--- src/rtl/uart_rx_sampler.sv ---
// 8N1 UART receiver with oversampling and a 2-of-3 majority vote at mid-bit.
// Emits one-clock rx_rdy / frame_err strobes; a held-low line parks in BREAK.
module uart_rx_sampler #(
    parameter int FREQUENCY  = 11059200,
    parameter int BAUD       = 9600,
    parameter int OVERSAMPLE = 16
) (
    input  logic       clk,
    input  logic       res,
    input  logic       rx,
    output logic [7:0] rx_byte,
    output logic       rx_rdy,
    output logic       frame_err,
    output logic       busy
);

    localparam int DIV = FREQUENCY / (BAUD * OVERSAMPLE);
    localparam int CW  = (DIV > 1) ? $clog2(DIV) : 1;
    localparam int SW  = $clog2(OVERSAMPLE);
    localparam int M   = OVERSAMPLE / 2;

    localparam logic [CW-1:0] C_LAST = CW'(DIV - 1);
    localparam logic [SW-1:0] S_LAST = SW'(OVERSAMPLE - 1);
    localparam logic [SW-1:0] S_V0   = SW'(M - 1);
    localparam logic [SW-1:0] S_V1   = SW'(M);
    localparam logic [SW-1:0] S_V2   = SW'(M + 1);

    typedef enum logic [2:0] {
        ST_IDLE,
        ST_START,
        ST_DATA,
        ST_STOP,
        ST_BREAK
    } state_t;

    state_t        r_state;
    state_t        w_next;
    logic [1:0]    r_sync;
    logic [CW-1:0] r_cnt;
    logic [SW-1:0] r_s;
    logic [1:0]    r_v;
    logic [2:0]    r_bit;
    logic [7:0]    r_shift;
    logic [7:0]    r_byte;
    logic          r_rdy;
    logic          r_ferr;

    logic w_rx_s;
    logic w_tick;
    logic w_start;
    logic w_vote_pt;
    logic w_wrap;
    logic w_vote;

    assign w_rx_s    = r_sync[1];
    assign w_tick    = (r_cnt == C_LAST);
    assign w_start   = (r_state == ST_IDLE) && !w_rx_s;
    assign w_vote_pt = w_tick && (r_s == S_V2);
    assign w_wrap    = w_tick && (r_s == S_LAST);
    assign w_vote    = (r_v[0] & r_v[1]) | (r_v[0] & w_rx_s) | (r_v[1] & w_rx_s);

    always_ff @(posedge clk or posedge res) begin
        if (res) begin
            r_sync <= 2'b11;
        end else begin
            r_sync <= {r_sync[0], rx};
        end
    end

    // Tick phase is re-aligned to the detected start edge.
    always_ff @(posedge clk or posedge res) begin
        if (res) begin
            r_cnt <= '0;
            r_s   <= '0;
            r_v   <= 2'b00;
        end else begin
            if (w_start) begin
                r_cnt <= '0;
                r_s   <= '0;
            end else begin
                r_cnt <= w_tick ? '0 : r_cnt + CW'(1);
                if (w_tick) begin
                    r_s <= (r_s == S_LAST) ? '0 : r_s + SW'(1);
                end
            end
            if (w_tick && (r_s == S_V0)) begin
                r_v[0] <= w_rx_s;
            end
            if (w_tick && (r_s == S_V1)) begin
                r_v[1] <= w_rx_s;
            end
        end
    end

    always_ff @(posedge clk or posedge res) begin
        if (res) begin
            r_state <= ST_IDLE;
        end else begin
            r_state <= w_next;
        end
    end

    always_comb begin
        w_next = r_state;
        case (r_state)
            ST_IDLE: begin
                if (!w_rx_s) begin
                    w_next = ST_START;
                end
            end
            ST_START: begin
                if (w_vote_pt && w_vote) begin
                    w_next = ST_IDLE;
                end else if (w_wrap) begin
                    w_next = ST_DATA;
                end
            end
            ST_DATA: begin
                if (w_wrap && (r_bit == 3'd7)) begin
                    w_next = ST_STOP;
                end
            end
            ST_STOP: begin
                if (w_vote_pt) begin
                    w_next = w_vote ? ST_IDLE : ST_BREAK;
                end
            end
            ST_BREAK: begin
                if (w_tick && w_rx_s) begin
                    w_next = ST_IDLE;
                end
            end
            default: w_next = ST_IDLE;
        endcase
    end

    always_ff @(posedge clk or posedge res) begin
        if (res) begin
            r_bit   <= 3'd0;
            r_shift <= 8'h00;
            r_byte  <= 8'h00;
            r_rdy   <= 1'b0;
            r_ferr  <= 1'b0;
        end else begin
            r_rdy  <= 1'b0;
            r_ferr <= 1'b0;
            if ((r_state == ST_START) && w_wrap) begin
                r_bit <= 3'd0;
            end
            if (r_state == ST_DATA) begin
                if (w_vote_pt) begin
                    r_shift[r_bit] <= w_vote;
                end
                if (w_wrap && (r_bit != 3'd7)) begin
                    r_bit <= r_bit + 3'd1;
                end
            end
            if ((r_state == ST_STOP) && w_vote_pt) begin
                if (w_vote) begin
                    r_byte <= r_shift;
                    r_rdy  <= 1'b1;
                end else begin
                    r_ferr <= 1'b1;
                end
            end
        end
    end

    assign rx_byte   = r_byte;
    assign rx_rdy    = r_rdy;
    assign frame_err = r_ferr;
    assign busy      = (r_state != ST_IDLE);

endmodule

--- config.mk ---
export PLATFORM = sky130hd
export DESIGN_NAME = uart_rx_sampler
export DESIGN_NICKNAME = d
export VERILOG_FILES = /design/src/rtl/uart_rx_sampler.sv
export SDC_FILE = /design/constraint.sdc
export NUM_CORES = 1
export LEC_CHECK = 0
export BUFFER_PORTS_ARGS = -buffer_cell sky130_fd_sc_hd__buf_2
export CORE_ASPECT_RATIO = 0.8
export CORE_UTILIZATION = 63
export DETAILED_ROUTE_END_ITERATION = 16
export PLACE_DENSITY_LB_ADDON = 0.15
export SYNTH_ARGS = -nofsm -noshare
export SYNTH_HDL_FRONTEND = slang
export SYNTH_SLANG_ARGS = --single-unit
--- constraint.sdc ---
create_clock -name clk -period 4.25 [get_ports clk]
set_clock_uncertainty 0.1 [all_clocks]
set_input_delay 0.85 -clock clk [delete_from_list [all_inputs] [get_ports clk]]
set_output_delay 0.85 -clock clk [all_outputs]
set_load 0.05 [all_outputs]
After elaboration in Yosys (flattened, before gate mapping)
Index checks and enable logic that the tools add are counted.

Register bits: 39. Latch bits: 0. Bits in writable memories: 0. Bits in read-only memories: 0. Input port bits: 3. Output and inout port bits: 11. Word-level logic and storage cells: 79. Memories kept: 0.

$add $sub $neg: 3. $mul: 0. Divide/modulo/power cells: 0. Magnitude comparators: 2. Equal/unequal tests: 16. Shift-type cells: 0. Muxes and demuxes: 23. Bitwise operators: 5. Reduce and logical (&&, ||, !) cells: 19.

Operator list (count): 2-to-1 mux 3 bit (10); case mux 3 bit (5 select lines) (1); 2-to-1 mux 7 bit (2); equality test 4 bit, second input constant (3); logical AND 1 bit (12); 2-to-1 mux 4 bit (3); bitwise mux 8 bit (1); inequality test 2 bit, second input constant (4); adder 7 x 1 -> 7 bit, second input constant (1); equality test 7 bit, second input constant (1); equality test 3 x 2 -> 1 bit, second input constant (2); equality test 3 bit, second input constant (2); inequality test 3 bit, second input constant (2); 2-to-1 mux 1 bit (5); AND reduction 5 bit (1); adder 4 x 1 -> 4 bit, second input constant (1); equality test 4 x 3 -> 1 bit, second input constant (1); < comparator 3 x 4 -> 1 bit, second input constant (1); AND reduction 2 bit (2); adder 3 x 1 -> 3 bit, second input constant (1); bitwise AND 1 bit (3); demux 1 bit (select 3 bit) (1); equality test 3 x 1 -> 1 bit, second input constant (1); greater-or-equal comparator 3 x 1 -> 1 bit, second input constant (1); 5 further kinds (6).

Depth between registers and ports, before layout
Gate-level depths: netlist of run 1.

Word-level depth: 6. Mapped depth: 6.

Least setup slack after synthesis of run 1
Ideal clock, no wire load.

Kind: register -> register. From: reg r_cnt[0]. To: reg r_shift[2]. Data arrival time: 1858 ps. Data required time: 4022 ps. Path slack: 2164 ps. Cell stages (with the launch flop): 6. Path buffers: 0. Cell sequence: dfrtp_1 ha_1 nand4bb_1 or4_4 nor4b_2 mux2_1.

Longest elaborated chain between the ends: 3.

Ends and longest elaborated chain: start: declaration (line 39) `logic [CW-1:0] r_cnt;`; start signal: assignment (line 81) `r_cnt <= w_tick ? '0 : r_cnt + CW'(1);`; equality test 7 bit (line 56) `assign w_tick = (r_cnt == C_LAST);`; logical AND 1 bit (line 58) `assign w_vote_pt = w_tick && (r_s == S_V2);`; AND reduction 2 bit (no source line); end signal: indexed assignment (line 152) `r_shift[r_bit] <= w_vote;`; end: declaration (line 43) `logic [7:0] r_shift;`.

No other way between the ends. A chain may end at the register's enable or synchronous reset.

Worst setup path in the final report of run 1
From: reg r_cnt[0]. To: reg r_v[1].

Longest elaborated chain between the ends: 2.

Ends and longest elaborated chain: equality test 7 bit (line 56); logical AND 1 bit (line 89) `if (w_tick && (r_s == S_V1)) begin`; end signal: assignment (line 90) `r_v[1] <= w_rx_s;`; end: declaration (line 41) `logic [1:0] r_v;`.

No other way between the ends.

==> results of run 1 <==
-- cell type report --
type	count	area [µm²]	share of cell area
flip-flops and latches	39	978	0.468
multi-input cells	114	888	0.425
clock buffers	7	76.3	0.0365
repair buffers	14	72.6	0.0347
well taps	38	47.5	0.0227
inverters	6	22.5	0.0108
clock inverters	1	5.00	0.00239
-- cells by family after synthesis --
family / synth area share
DFF: 0.512
adders and majority gates: 0.0445
xor gates and xnor gates: 0.0275
AOI/OAI and AO/OA: 0.0779
buffers and inverters: 0.0236
muxes: 0.112
and+or+nand+nor: 0.203
-- final timing paths --
kind                       depth (start not counted)                start  slack (ps)             endpoint
max                                                5   r_cnt[0]$_DFF_PP0_        1940   r_v[1]$_DFFE_PP0P_
min                                                0  r_sync[0]$_DFF_PP1_         260  r_sync[1]$_DFF_PP1_
max reg2reg                                        5   r_cnt[0]$_DFF_PP0_        1940   r_v[1]$_DFFE_PP0P_
min reg2reg                                        0  r_sync[0]$_DFF_PP1_         260  r_sync[1]$_DFF_PP1_
max in group asynchronous                          3                  res        3120  r_sync[1]$_DFF_PP1_
min in group asynchronous                          3                  res         570   r_cnt[5]$_DFF_PP0_
-- metrics by stage --
step / cell area, µm² / hold WS, ps / utilization
floorplan: 1910 / 245 / -
global placement: 2010 / 250 / 0.710
detailed placement: 2010 / 255 / 0.710
CTS: 2090 / 265 / 0.739
global route: 2090 / 264 / 0.739
finish: 2090 / 263 / 0.739
-- sequential cells by signal (all words and copies together) (netlist names) --
name and cells:
frame_err 1, r_state 3, r_bit 3, r_sync 2, r_shift 8, r_s 4
rx_rdy 1, rx_byte 8, r_cnt 7, r_v 2
-- cells in the mapped netlist (3+ instances only) --
cell / count / share of area
inv_1: 6 / 0.012
clkbuf_1: 5 / 0.0098
nor3_1: 9 / 0.024
mux2_2: 17 / 0.10
nand2b_1: 3 / 0.0098
xnor2_1: 5 / 0.023
nand2_1: 5 / 0.0098
nand3_1: 4 / 0.010
a21oi_1: 7 / 0.018
dfrtp_1: 37 / 0.48
nor2b_1: 4 / 0.013
a31oi_1: 3 / 0.0098
nor2_1: 9 / 0.018
o21ai_0: 3 / 0.0079
and3_1: 3 / 0.0098
ha_1: 6 / 0.039
-- where the power goes --
| group | switching (mW) | internal (mW) | total, mW |
|---|---|---|---|
| sequential | 0.000912 | 0.373 | 0.374 |
| clock | 0.116 | 0.115 | 0.231 |
| combinational | 0.00709 | 0.00156 | 0.00865 |
-- worst register-to-register path, delay by kind of cell, from the launching register on --
| kind | cells | cell delay, ps |
|---|---|---|
| flops | 1 | 370 |
| mux | 1 | 320 |
| simple gates | 3 | 1170 |
| fa+ha+maj | 1 | 220 |
-- layer usage --
metal  global-route usage  vias to the layer above
met3               0.0692                        5
met2                0.379                       18
met1                0.332                      662
met5                    0                        -
met4               0.0720                        0
li1                     -                      634
==> results.json, run 1 <==
{
  "gp_congestion": 0.872,
  "fin_setup_tns_ps": 0,
  "worst-path-buf-inv": 0,
  "path_cells": "ha_1, nand4bb_1, nor2_1, nand4b_1, mux2_2",
  "worst_ep_arrival_time_ps": 2370,
  "antenna_found_initial": 0,
  "syn_area_um2": 1910,
  "p_leak_nw": 1.01,
  "rsz0062_at_grt": "false",
  "vias": 1319,
  "place_ws_ps": 2010,
  "fmax_mhz": 433,
  "layout_setup_ws_ps": 1940,
  "cts_hold_buf": 0,
  "drt_pass1_iterations": 4,
  "clock-root-buffer": "clkbuf_8",
  "syn_avg_cell_area_um2": 11.6,
  "tightest_slew_ps": 871,
  "maxUsedRoutingLayer": "met4",
  "insertion_delay_ps": 280,
  "drc_errors": 0,
  "die_w_um": 63.6,
  "synthCells": 165,
  "maxCapViolations": 0,
  "drt_iter0_markers": 55,
  "dpl.cell_count": 211,
  "grt_pass1_wl_um": 5860,
  "finalCritPeriodShare": 0.543,
  "synth_cell_types": 46,
  "hold_violations": 0,
  "hold_class": "register to register",
  "setup_viol": 0,
  "fin_cells": 219,
  "slew_headroom": 0.417,
  "portBuffers": 13,
  "worst_path_max_delay_cell": "nor2_1",
  "ys_seq_area_frac": 0.512,
  "row_count": 17,
  "ys_warn_count": 0,
  "htree_levels": 2,
  "route.met2.wl_um": 1630,
  "final_cell_mix": "37 x dfrtp_1, 17 x mux2_2, 13 x buf_2, 9 x nor2_1, 9 x nor3_1",
  "irDropWorstVdd_mv": 0.254,
  "met3_wirelength_um": 109,
  "start_kind": "register",
  "grt_pass1_vias": 1252,
  "finalWorstPathRequiredPeriod_ps": 2310,
  "cts_resized": 0,
  "worst-path-max-fanout": 10,
  "dieArea_um2": 3260,
  "syn_nets": 174,
  "n_antenna_cell": 0,
  "core_um2": 2830,
  "required_ps": 4310,
  "drv_slew": 0,
  "wl_met1_um": 1670,
  "critPathKind": "register to register",
  "area_growth_pct": 9.36,
  "grt_use_total": 0.244,
  "crit_family": "simple AND/OR/NAND/NOR gates",
  "die-height_um": 51.3,
  "ys_ff_latch": 39,
  "grt-ovfl-total": 0,
  "antenna_left": 0,
  "initial_utilization": 0.676,
  "path_clk_slew_ps": 70,
  "cts_tree": "built",
  "cp-end-kind": "register",
  "async_flop_share": 1.00,
  "dp.final_hpwl_um": 2390,
  "cts_setup_buffers": 0,
  "synth_ff_type": "dfrtp_1",
  "synth_edf_count": 0,
  "status": "finished clean",
  "nets": 189,
  "n_fill_cell": 209,
  "numCtsBuffers": 5,
  "post_drt_wl_per_cell_um": 15.7,
  "io_pins": 14,
  "power_per_cell_area_nw_per_um2": 294,
  "via_per_inst": 6.02,
  "drive_gt1_frac": 0.254,
  "final_common_cell": "dfrtp_1",
  "p_total_uw": 614,
  "critPathMaxStageDelay_ps": 720,
  "cts.sinks": 39,
  "grt_max_degree": 40,
  "drt-total-wl_um": 3430,
  "cts_buffer_depth": 2
}
Note: power is estimated with default switching activity, not from simulation.
==> run 2, diff against run 1 <==
--- a/config.mk
+++ b/config.mk
@@ -7,7 +7,7 @@
 export LEC_CHECK = 0
 export BUFFER_PORTS_ARGS = -buffer_cell sky130_fd_sc_hd__buf_2
 export CORE_ASPECT_RATIO = 0.8
-export CORE_UTILIZATION = 63
+export CORE_UTILIZATION = 59
 export DETAILED_ROUTE_END_ITERATION = 16
 export PLACE_DENSITY_LB_ADDON = 0.15
 export SYNTH_ARGS = -nofsm -noshare
==> constraint.sdc (replaced) <==
create_clock -name clk -period 2.38 [get_ports clk]
set_clock_uncertainty 0.1 [all_clocks]
set_input_delay 0.476 -clock clk [delete_from_list [all_inputs] [get_ports clk]]
set_output_delay 0.476 -clock clk [all_outputs]
set_load 0.05 [all_outputs]
==> run 2 against run 1 <==
Against the previous run: global-route usage is 0.70 points lower; fmax up 2.1%; critical path type unchanged; hold slack worse by 77 ps; register-to-register slack worse by 1800 ps; sequential share of layout area shrank 2.0 points; highest routed layer unchanged; largest cell class unchanged.
==> results.json, run 2 (synthesized netlist as in run 1, its figures left out) <==
{
  "status": "finished clean",
  "final_common_cell": "dfrtp_1",
  "area_growth_pct": 14.1,
  "maxCapViolations": 0,
  "tightest_slew_ps": 719,
  "drt_pass1_iterations": 4,
  "drt-total-wl_um": 3650,
  "drv_slew": 0,
  "hold_violations": 0,
  "die_w_um": 65.6,
  "cts_resized": 0,
  "cts_hold_buf": 0,
  "gp_congestion": 0.876,
  "met3_usage": 0.0948,
  "worst_path_max_delay_cell": "or4_4",
  "dpl.cell_count": 220,
  "layout_setup_ws_ps": 119,
  "combPwrFrac": 0.013,
  "drc_errors": 0,
  "cts_setup_buffers": 0,
  "row_count": 18,
  "grt_pass1_vias": 1292,
  "final_cell_mix": "37 x dfrtp_1, 17 x mux2_2, 13 x buf_2, 9 x nor2_1, 9 x nor3_1",
  "insertion_delay_ps": 300,
  "die-height_um": 52.9,
  "dieArea_um2": 3470,
  "met2_usage": 0.361,
  "dp.final_hpwl_um": 2600,
  "worst_ep_arrival_time_ps": 2350,
  "fin_cells": 228,
  "numCtsBuffers": 5,
  "path_cells": "ha_1, nand4bb_1, or4_4, nor4b_2, mux2_1",
  "cts_buffer_depth": 2,
  "via_per_inst": 6.02,
  "slew_headroom": 0.519,
  "cts_tree": "built",
  "clockPowerShare": 0.454,
  "switching_power_uw": 243,
  "io_pins": 14,
  "initial_utilization": 0.620,
  "hold_class": "input pin to async pin",
  "grt_max_degree": 40,
  "grt_pass1_wl_um": 5820,
  "fmax_mhz": 442,
  "setup_viol": 0,
  "final_util": 0.707,
  "rsz0062_at_grt": "false",
  "finalCritPeriodShare": 0.950,
  "antenna_left": 0,
  "vias": 1373,
  "critPathKind": "register to register",
  "grt-ovfl-total": 0,
  "irDropWorstVdd_mv": 0.563,
  "fin_setup_tns_ps": 0,
  "cts.sinks": 39,
  "start_kind": "register",
  "htree_levels": 2,
  "drt_iter0_markers": 75,
  "path_clk_slew_ps": 80,
  "critPathMaxStageDelay_ps": 600,
  "grt_use_total": 0.237,
  "portBuffers": 13,
  "p_leak_nw": 1.06,
  "worst-path-max-fanout": 4,
  "p_total_mw": 1.25,
  "drive_gt1_frac": 0.293,
  "power_per_cell_area_nw_per_um2": 573,
  "post_drt_wl_per_cell_um": 16.0,
  "nets": 196,
  "required_ps": 2460,
  "busiest_layer": "met2",
  "n_antenna_cell": 0,
  "antenna_found_initial": 0,
  "cp-end-kind": "register",
  "place_ws_ps": 147,
  "internal-power_mw": 1.01,
  "grtUsageMet1": 0.293,
  "core_um2": 3090,
  "clock-root-buffer": "clkbuf_8",
  "finalWorstPathRequiredPeriod_ps": 2260,
  "swShare": 0.195,
  "seqPwrFrac": 0.533
}
## run 2: cell count changes in the layout (fill, tap and decap cells not counted), sizes merged
cell	change
bufinv	+1
clkbuf	-1
buf	+7
## run 2: final cells by class
type | count | area, µm²
flip-flops and latches | 39 | 978
multi-input cells | 114 | 888
inverters | 6 | 22.5
clock buffers | 6 | 82.6
fillers | 217 | 903
repair buffers | 21 | 125
clock inverters | 2 | 35.0
well taps | 40 | 50.0
## run 2: power groups by stage
| stage | combinational (mW) | sequential, mW | clock (mW) |
|---|---|---|---|
| 2_1_floorplan | 0.0103 | 0.679 | 0 |
| 3_3_place_gp | 0.0160 | 0.680 | 0 |
| 3_5_place_dp | 0.0169 | 0.680 | 0 |
| 4_1_cts | 0.0169 | 0.667 | 0.585 |
| 5_1_grt | 0.0192 | 0.667 | 0.605 |
| 6_report | 0.0157 | 0.667 | 0.568 |
## run 2: critical path: cells and delay by family (launching register included)
| family | cells | cell delay, ps |
|---|---|---|
| and+or+nand+nor | 3 | 1080 |
| DFF | 1 | 390 |
| adders and majority gates | 1 | 240 |
| muxes | 1 | 340 |
## run 2: per-layer routing
layer,vias to the layer above,part of all wire
met5,-,0
met4,0,0.022
met3,9,0.046
met2,26,0.48
met1,696,0.45
li1,642,-
## run 2: path summary, 6_finish.rpt
check	slack (ps)	startpoint	depth (start not counted)	endpoint
min in group clk	190	rx	1	r_sync[0]$_DFF_PP1_
worst min-delay path	190	res	3	r_cnt[3]$_DFF_PP0_
worst min register to register	260	r_sync[0]$_DFF_PP1_	0	r_sync[1]$_DFF_PP1_
worst max register to register	120	r_cnt[0]$_DFF_PP0_	5	r_shift[2]$_DFFE_PP0P_
max in group asynchronous	1610	res	3	r_sync[0]$_DFF_PP1_
worst max-delay path	120	r_cnt[0]$_DFF_PP0_	5	r_shift[2]$_DFFE_PP0P_
## run 2: stage by stage
step,instance area (µm²),hold WS (ps)
final,2180,186
after global routing,2180,162
after CTS,2180,171
after detailed placement,2060,249
after global placement,2060,249
after floorplan,1910,245
==> run 3, diff against run 2 <==
--- a/config.mk
+++ b/config.mk
@@ -5,7 +5,7 @@
 export SDC_FILE = /design/constraint.sdc
 export NUM_CORES = 1
 export LEC_CHECK = 0
-export BUFFER_PORTS_ARGS = -buffer_cell sky130_fd_sc_hd__buf_2
+export BUFFER_PORTS_ARGS = -buffer_cell sky130_fd_sc_hd__buf_4
 export CORE_ASPECT_RATIO = 0.8
 export CORE_UTILIZATION = 59
 export DETAILED_ROUTE_END_ITERATION = 16
==> run 3 against run 2 <==
Against the previous run: count of clock-buffer cells in the layout did not move; sequential share of layout area shrank 0.96 points; fmax increased by 0.72%; utilization up 1.5 points; first-iteration DRC count up 28%; critical endpoint unchanged.
==> results.json, run 3 (synthesized netlist as in run 1, its figures left out) <==
{
  "tightest_slew_ps": 742,
  "initial_utilization": 0.620,
  "worst_ep_arrival_time_ps": 2330,
  "path_clk_slew_ps": 80,
  "vias": 1348,
  "drt_iter0_markers": 96,
  "cts.sinks": 39,
  "gp_congestion": 0.899,
  "drt_pass1_iterations": 4,
  "cts_tree": "built",
  "worst-path-buf-inv": 0,
  "fmax_mhz": 445,
  "irDropWorstVdd_mv": 0.596,
  "cts_setup_buffers": 0,
  "grt_use_total": 0.233,
  "fin_cells": 230,
  "cp_num_cells": 5,
  "insertion_delay_ps": 300,
  "drt-total-wl_um": 3610,
  "slew_headroom": 0.503,
  "multi_input_area_um2": 888,
  "crit_family": "simple AND/OR/NAND/NOR gates",
  "dp.final_hpwl_um": 2580,
  "io_pins": 14,
  "htree_levels": 2,
  "p_total_mw": 1.25,
  "portBuffers": 13,
  "required_ps": 2470,
  "grt_pass1_wl_um": 5730,
  "finalCritPeriodShare": 0.943,
  "post-route-cell-area_um2": 2230,
  "hold_class": "input pin to async pin",
  "area_growth_pct": 16.6,
  "worst_path_max_delay_cell": "or4_4",
  "grt_max_degree": 40,
  "clock-root-buffer": "clkbuf_8",
  "place_ws_ps": 122,
  "final_cell_mix": "37 x dfrtp_1, 23 x buf_4, 17 x mux2_2, 9 x nor2_1, 9 x nor3_1",
  "final-seq-area_um2": 978,
  "n_antenna_cell": 0,
  "die_w_um": 65.6,
  "drv_slew": 0,
  "final_common_cell": "dfrtp_1",
  "nets": 198,
  "maxCapViolations": 0,
  "layout_setup_ws_ps": 135,
  "rr_startpoint": "r_cnt[0]$_DFF_PP0_",
  "drive_gt1_frac": 0.300,
  "p_leak_nw": 1.07,
  "critPathMaxStageDelay_ps": 600,
  "antenna_found_initial": 0,
  "path_cells": "ha_1, nand4bb_1, or4_4, nor4b_2, mux2_1",
  "cts_resized": 0,
  "grt-ovfl-total": 0,
  "setup_viol": 0,
  "power_per_cell_area_nw_per_um2": 561,
  "drc_errors": 0,
  "cp-end-kind": "register",
  "row_count": 18,
  "critPathKind": "register to register",
  "critPathLaunch": "r_cnt[0]$_DFF_PP0_",
  "core_um2": 3090,
  "finalWorstPathRequiredPeriod_ps": 2240,
  "dpl.cell_count": 220,
  "status": "finished clean",
  "cts_buffer_depth": 2,
  "numCtsBuffers": 5,
  "placed_cell_area_um2": 2100,
  "r2r_cells": 5,
  "via_per_inst": 5.86,
  "start_kind": "register",
  "rsz0062_at_grt": "false",
  "antenna_left": 0,
  "hold_violations": 0,
  "cts_hold_buf": 0,
  "dieArea_um2": 3470,
  "die-height_um": 52.9,
  "grt_pass1_vias": 1237,
  "fin_setup_tns_ps": 0,
  "n_fill_cell": 217,
  "worst-path-max-fanout": 4,
  "post_drt_wl_per_cell_um": 15.7
}
[run 3: changes by cell type in the layout (fill, tap and decap cells not counted), sizes merged]
cell,before,now
buf,21,23
[run 3: where the power goes]
group / switching, mW / internal, mW
combinational: 0.0127 / 0.00368
sequential: 0.00169 / 0.665
clock: 0.229 / 0.339
[run 3: cell type report]
type                    count  share of cell area
multi-input cells         114               0.398
clock inverters             2              0.0157
well taps                  40              0.0224
inverters                   6              0.0101
clock buffers               6              0.0370
repair buffers             23              0.0774
flip-flops and latches     39               0.439
[run 3: through the flow]
step | util | hold WS (ps)
3_5_place_dp | 0.680 | 251
3_3_place_gp | 0.680 | 249
5_1_grt | 0.723 | 175
6_report | 0.723 | 185
2_1_floorplan | - | 245
4_1_cts | 0.718 | 179
[run 3: worst paths after layout]
| path | slack, ps | to |
|---|---|---|
| setup / recovery | 140 | r_shift[2]$_DFFE_PP0P_ |
| min in group clk | 190 | r_sync[0]$_DFF_PP1_ |
| setup reg to reg | 140 | r_shift[2]$_DFFE_PP0P_ |
| max in group asynchronous | 1630 | r_sync[0]$_DFF_PP1_ |
| hold / removal | 190 | rx_byte[5]$_DFFE_PP0P_ |
| hold reg to reg | 260 | r_sync[1]$_DFF_PP1_ |
[run 3: worst reg2reg max path: stages (launching register included)]
cell and delay [ps]:
dfrtp_1 390, ha_1 230, nand4bb_1 190, or4_4 600
nor4b_2 280, mux2_1 350
[run 3: layer usage]
metal / vias to the layer above / global-route usage / wire length (µm)
li1: 648 / - / -
met1: 675 / 0.302 / 1750
met2: 16 / 0.359 / 1670
met3: 9 / 0.0711 / 103
met4: 0 / 0.109 / 82
met5: - / 0 / 0
